--- config.mk ---
export PLATFORM = sky130hd
export DESIGN_NAME = ip_bus_initiator
export DESIGN_NICKNAME = d
export VERILOG_FILES = /design/src/rtl/ip_bus_initiator_pkg.sv /design/src/rtl/ip_bus_initiator.sv
export SDC_FILE = /design/constraint.sdc
export NUM_CORES = 1
export LEC_CHECK = 0
export CORE_MARGIN = 2
export CORE_UTILIZATION = 47
export CTS_CLUSTER_SIZE = 16
export DETAILED_ROUTE_END_ITERATION = 12
export GPL_TIMING_DRIVEN = 0
export HOLD_SLACK_MARGIN = 0.12
export PLACE_DENSITY = 0.85
export SYNTH_ARGS = -nofsm -noshare
export SYNTH_HDL_FRONTEND = slang
export SYNTH_SLANG_ARGS = --single-unit
--- constraint.sdc ---
create_clock -name clk -period 4.6 [get_ports clk]
set_input_delay 1.38 -clock clk [delete_from_list [all_inputs] [get_ports clk]]
set_output_delay 1.38 -clock clk [all_outputs]
set_load 0.005 [all_outputs]
--- src/rtl/ip_bus_initiator_pkg.sv ---
// ip_bus_initiator_pkg: shared system bus widths and initiator state encoding
package ip_bus_initiator_pkg;
   localparam int ADDR_W = 16;
   localparam int DATA_W = 8;
   typedef enum logic [1:0] {
      ST_IDLE = 2'd0,
      ST_REQ  = 2'd1,
      ST_WAIT = 2'd2,
      ST_RESP = 2'd3
   } state_t;
endpackage

--- src/rtl/ip_bus_initiator.sv ---
// ip_bus_initiator: single-outstanding bus master with read timeout and one-cycle response pulse
module ip_bus_initiator
   import ip_bus_initiator_pkg::*;
#(
   parameter int                TIMEOUT_CYCLES = 255,
   parameter int                TIMEOUT_W      = 8,
   parameter logic [DATA_W-1:0] TIMEOUT_DATA   = 8'hFF
) (
   input  logic              clk,
   input  logic              reset_n,
   input  logic              cmd_valid,
   output logic              cmd_ready,
   input  logic [ADDR_W-1:0] cmd_address,
   input  logic              cmd_memreq,
   input  logic              cmd_write,
   input  logic [DATA_W-1:0] cmd_wdata,
   output logic              rsp_valid,
   output logic [DATA_W-1:0] rsp_rdata,
   output logic              rsp_timeout,
   output logic [ADDR_W-1:0] bus_address,
   output logic              bus_memreq,
   output logic              bus_valid,
   input  logic              bus_ready,
   output logic              bus_write,
   output logic [DATA_W-1:0] bus_wdata,
   input  logic [DATA_W-1:0] bus_rdata,
   input  logic              bus_rdata_en
);
   state_t               state, state_nxt;
   logic [TIMEOUT_W-1:0] cnt;
   logic [DATA_W-1:0]    rdata_q;
   logic                 to_q;
   logic                 expired;

   // WAIT lasts exactly TIMEOUT_CYCLES cycles; a strobe in the last one still wins
   assign expired = cnt >= TIMEOUT_W'(TIMEOUT_CYCLES - 1);

   always_ff @(posedge clk)
      if (!reset_n) state <= ST_IDLE;
      else          state <= state_nxt;

   always_comb begin
      state_nxt = state;
      case (state)
         ST_IDLE: if (cmd_valid) state_nxt = ST_REQ;
         ST_REQ:  if (bus_ready) state_nxt = bus_write ? ST_RESP : ST_WAIT;
         ST_WAIT: if (bus_rdata_en || expired) state_nxt = ST_RESP;
         default: state_nxt = ST_IDLE;
      endcase
   end

   always_comb begin
      cmd_ready   = state == ST_IDLE;
      bus_valid   = state == ST_REQ;
      rsp_valid   = state == ST_RESP;
      rsp_rdata   = state == ST_RESP ? rdata_q : '0;
      rsp_timeout = state == ST_RESP && to_q;
   end

   always_ff @(posedge clk)
      if (!reset_n) begin
         bus_address <= '0;
         bus_memreq  <= 1'b0;
         bus_write   <= 1'b0;
         bus_wdata   <= '0;
         cnt         <= '0;
         rdata_q     <= '0;
         to_q        <= 1'b0;
      end else begin
         if (state == ST_IDLE && cmd_valid) begin
            bus_address <= cmd_address;
            bus_memreq  <= cmd_memreq;
            bus_write   <= cmd_write;
            bus_wdata   <= cmd_wdata;
            rdata_q     <= '0;
            to_q        <= 1'b0;
         end
         if (state == ST_REQ)                       cnt <= '0;
         else if (state == ST_WAIT && cnt != '1)    cnt <= cnt + 1'b1;
         if (state == ST_WAIT && bus_rdata_en)      rdata_q <= bus_rdata;
         else if (state == ST_WAIT && expired) begin
            rdata_q <= TIMEOUT_DATA;
            to_q    <= 1'b1;
         end
      end
endmodule

==> impl_metrics.toml <==
[outcome]
status = "completed"

[synthesis]
yosysTopAreaCell = "dfxtp_1"
synth_ff_type = "dfxtp_1"
synthTopCellsByCount = "nand2_1, dfxtp_1, a21oi_1, a31oi_1, clkbuf_1"
yosys.area_share.simple_pct = 26.9
synth_top_family_by_area = "simple AND/OR/NAND/NOR gates"
ys_seq_area_share_pct = 44.7
synth_edf_count = 0
synth_cell_type_count = 32
ys_seq_elements = 45
yosys.area_share.xor_xnor_pct = 0.435
synthMuxAreaShare_pct = 0.994
yosys.area_share.adder_pct = 4.35
synth_area_leaders = "dfxtp_1, nand2_1, a21oi_1, a31oi_1, ha_1"
synth_top_area_share_pct = 44.7
synthArstFlopShare_pct = 0
syn_inst = 243
post-synth-top-count-cell = "nand2_1"
yosys_warnings = 0
avgSynthCellArea_sq_um = 8.28
syn-num-nets = 289
synth-compound-area-share_pct = 18.1
synth_area_sq_um = 2010

[die]
num_rows = 23
fp.coreArea_sq_um = 4060
start_util_pct = 49.6
dieHeight_um = 69.4
die-area_sq_um = 4820
top_level_ports = 77
die_w_um = 69.4

[finish]
final_core_util_pct = 73.0
area_growth_pct = 47.0
diodes = 0
final_nets = 371
drive_gt1_share_pct = 4.60
fin_area_sq_um = 2960

[pwr]
peakVddDrop_mv = 0.230
leakagePower_nw = 1.06
power_density_nw_per_um2 = 436
intPower_w = 0.000879
p_seq_share_pct = 37.8
comb_power_share_pct = 34.5
p_clk_share_pct = 27.6
netSwitchingFraction_pct = 32.0
switchingPower_w = 0.000413

[worst_hold_path]
hold_class = "reg2reg"
min_from = "bus_address[14]"
hold_end = "bus_address[14]"
hold_depth = 2

[worst_setup_path]
r2r-start = "state[0]"
required_ns = 3.22
timing.rr.end = "bus_wdata[3]"
worst_setup_path_start_kind = "flip-flop"
r2r_slack_ns = 2.65
reg2reg_depth = 7
crit_fanout = 10
crit_arrival_ns = 1.80
end_kind = "primary output"
worstSetupPathType = "reg2out"

[clocking]
cts_setup_buffers = 0
hold_buffers = 0
cts_resized = 0
clock-root-buffer = "clkbuf_8"
insertion_delay_ns = 0.30
htree_levels = 2
cts_tree = "done"
cts_sinks = 45
cts.path.max_buffers = 2
path_clk_slew_ns = 0.09
cts_buffers = 5

[route]
avgRoutedWirePerCell_um = 14.5
vias_per_cell = 5.40
drtIter0Drc = 121
drc = 0
drt_pass1_iterations = 4
wl_um = 5450
ant_nets = 0
num_vias = 2031

[placed_design]
dpl-instance-area_sq_um = 2830
place_congestion = 0.812
place_hpwl_um = 3960
io_buffers = 75
pre_cts_ws_ns = 1.49

[global_routing]
grt_max_degree = 15
first_global_vias = 1890
gr-total-overflow = 0
grt_usage_pct = 22.7
antenna_found_initial = 0
grt_pass1_wl_um = 8940

[timing]
maxSlewViolCount = 0
tightest_slew_ns = 0.626
rsz0062_at_grt = "false"
fin_crit_ns = 3.18
setup_viol = 0
relSlewSlack_pct = 58.0
setup_ws_ns = 1.42
setup_tns_ns = 0
fin_crit_sh_pct = 69.2
fin_worst_skew_ns = 0.00564
hold_viol = 0
fmax_mhz = 314

[run]
drv_cap = 0
==> routing by layer <==
metal	vias up	wire [um]	track usage, %
met4	0	93	7.63
met1	933	2530	30.1
met3	11	308	5.09
met2	75	2520	36.4
li1	1012	-	-
met5	-	0	0
==> layout by cell type (no fill, tap or decap) <==
cell type / count
and4_1: 1
clkinv_2: 1
a31oi_1: 18
and2_1: 10
inv_1: 6
buf_6: 1
a21oi_1: 31
nor3_1: 2
clkbuf_1: 13
bufinv_16: 2
nand2_1: 60
clkinv_1: 1
mux2i_1: 2
clkdlybuf4s50_1: 75
or3_1: 4
clkbuf_8: 5
nand4_4: 1
ha_1: 7
nor2_1: 4
nand3b_1: 8
dfxtp_1: 45
inv_2: 1
nand4_1: 9
o31ai_1: 2
a31oi_4: 1
nor4b_4: 1
o22ai_1: 1
o2111a_1: 1
or4_1: 1
o31ai_2: 1
a211oi_1: 1
or2_2: 1
nand3_1: 4
o211ai_1: 1
xnor2_1: 1
o21ai_0: 3
==> worst max-delay path by stage <==
stage / cells past startpoint / slack, ns / startpoint / endpoint
final: 3 / 1.42 / state[0] / rsp_rdata[7]
after detailed placement: 6 / 1.49 / cmd_valid / bus_wdata[3]
after global routing: 3 / 1.28 / state[0] / rsp_rdata[7]
after floorplan: 4 / 2.10 / bus_rdata_en / state[0]
after CTS: 3 / 1.40 / state[0] / rsp_rdata[5]
after global placement: 6 / 1.59 / cmd_valid / bus_wdata[3]
==> logic make-up (layout without fill, tap and decap cells) <==
family | after synthesis | after routing
and+or+nand+nor | 106 | 106
AOI/OAI and AO/OA | 60 | 60
DFF | 45 | 45
buffers and inverters | 22 | 105
adders and majority gates | 7 | 7
muxes | 2 | 2
xor gates and xnor gates | 1 | 1
==> state kept, by name (all words and copies together) (netlist names) <==
register and cells:
to_q 1, bus_wdata 8, cnt 8, bus_memreq 1
bus_write 1, state 2, rdata_q 8, bus_address 16
==> cell type report <==
type,count,area (sq um)
Buffer,14,60.1
Clock buffer,5,68.8
Clock inverter,3,65.1
Fill cell,311,1100
Inverter,8,30.0
Multi-Input combinational cell,176,1020
Sequential cell,45,901
Tap cell,50,62.6
Timing Repair Buffer,75,751
==> worst max-delay path, cell delays in order (launching register included) <==
cell	delay, ns
dfxtp_1	0.43
ha_1	0.37
and2_1	0.17
clkdlybuf4s50_1	0.53
==> stage by stage <==
step                      hold slack (ns)  power (W)  cells
final                               0.456    0.00129    376
after global routing                0.483    0.00136    376
after CTS                           0.460    0.00130    376
after detailed placement            0.448   0.000942    368
after global placement              0.441   0.000924    368
after floorplan                     0.449   0.000734    243
==> power by group through the flow <==
stage	sequential (W)	combinational, W	clock, W
after floorplan	0.000495	0.000239	0
final	0.000489	0.000446	0.000357
after CTS	0.000489	0.000447	0.000359
after global routing	0.000497	0.000489	0.000374
after global placement	0.000493	0.000431	0
after detailed placement	0.000497	0.000445	0
No activity file was read; power rests on OpenSTA's default activity.
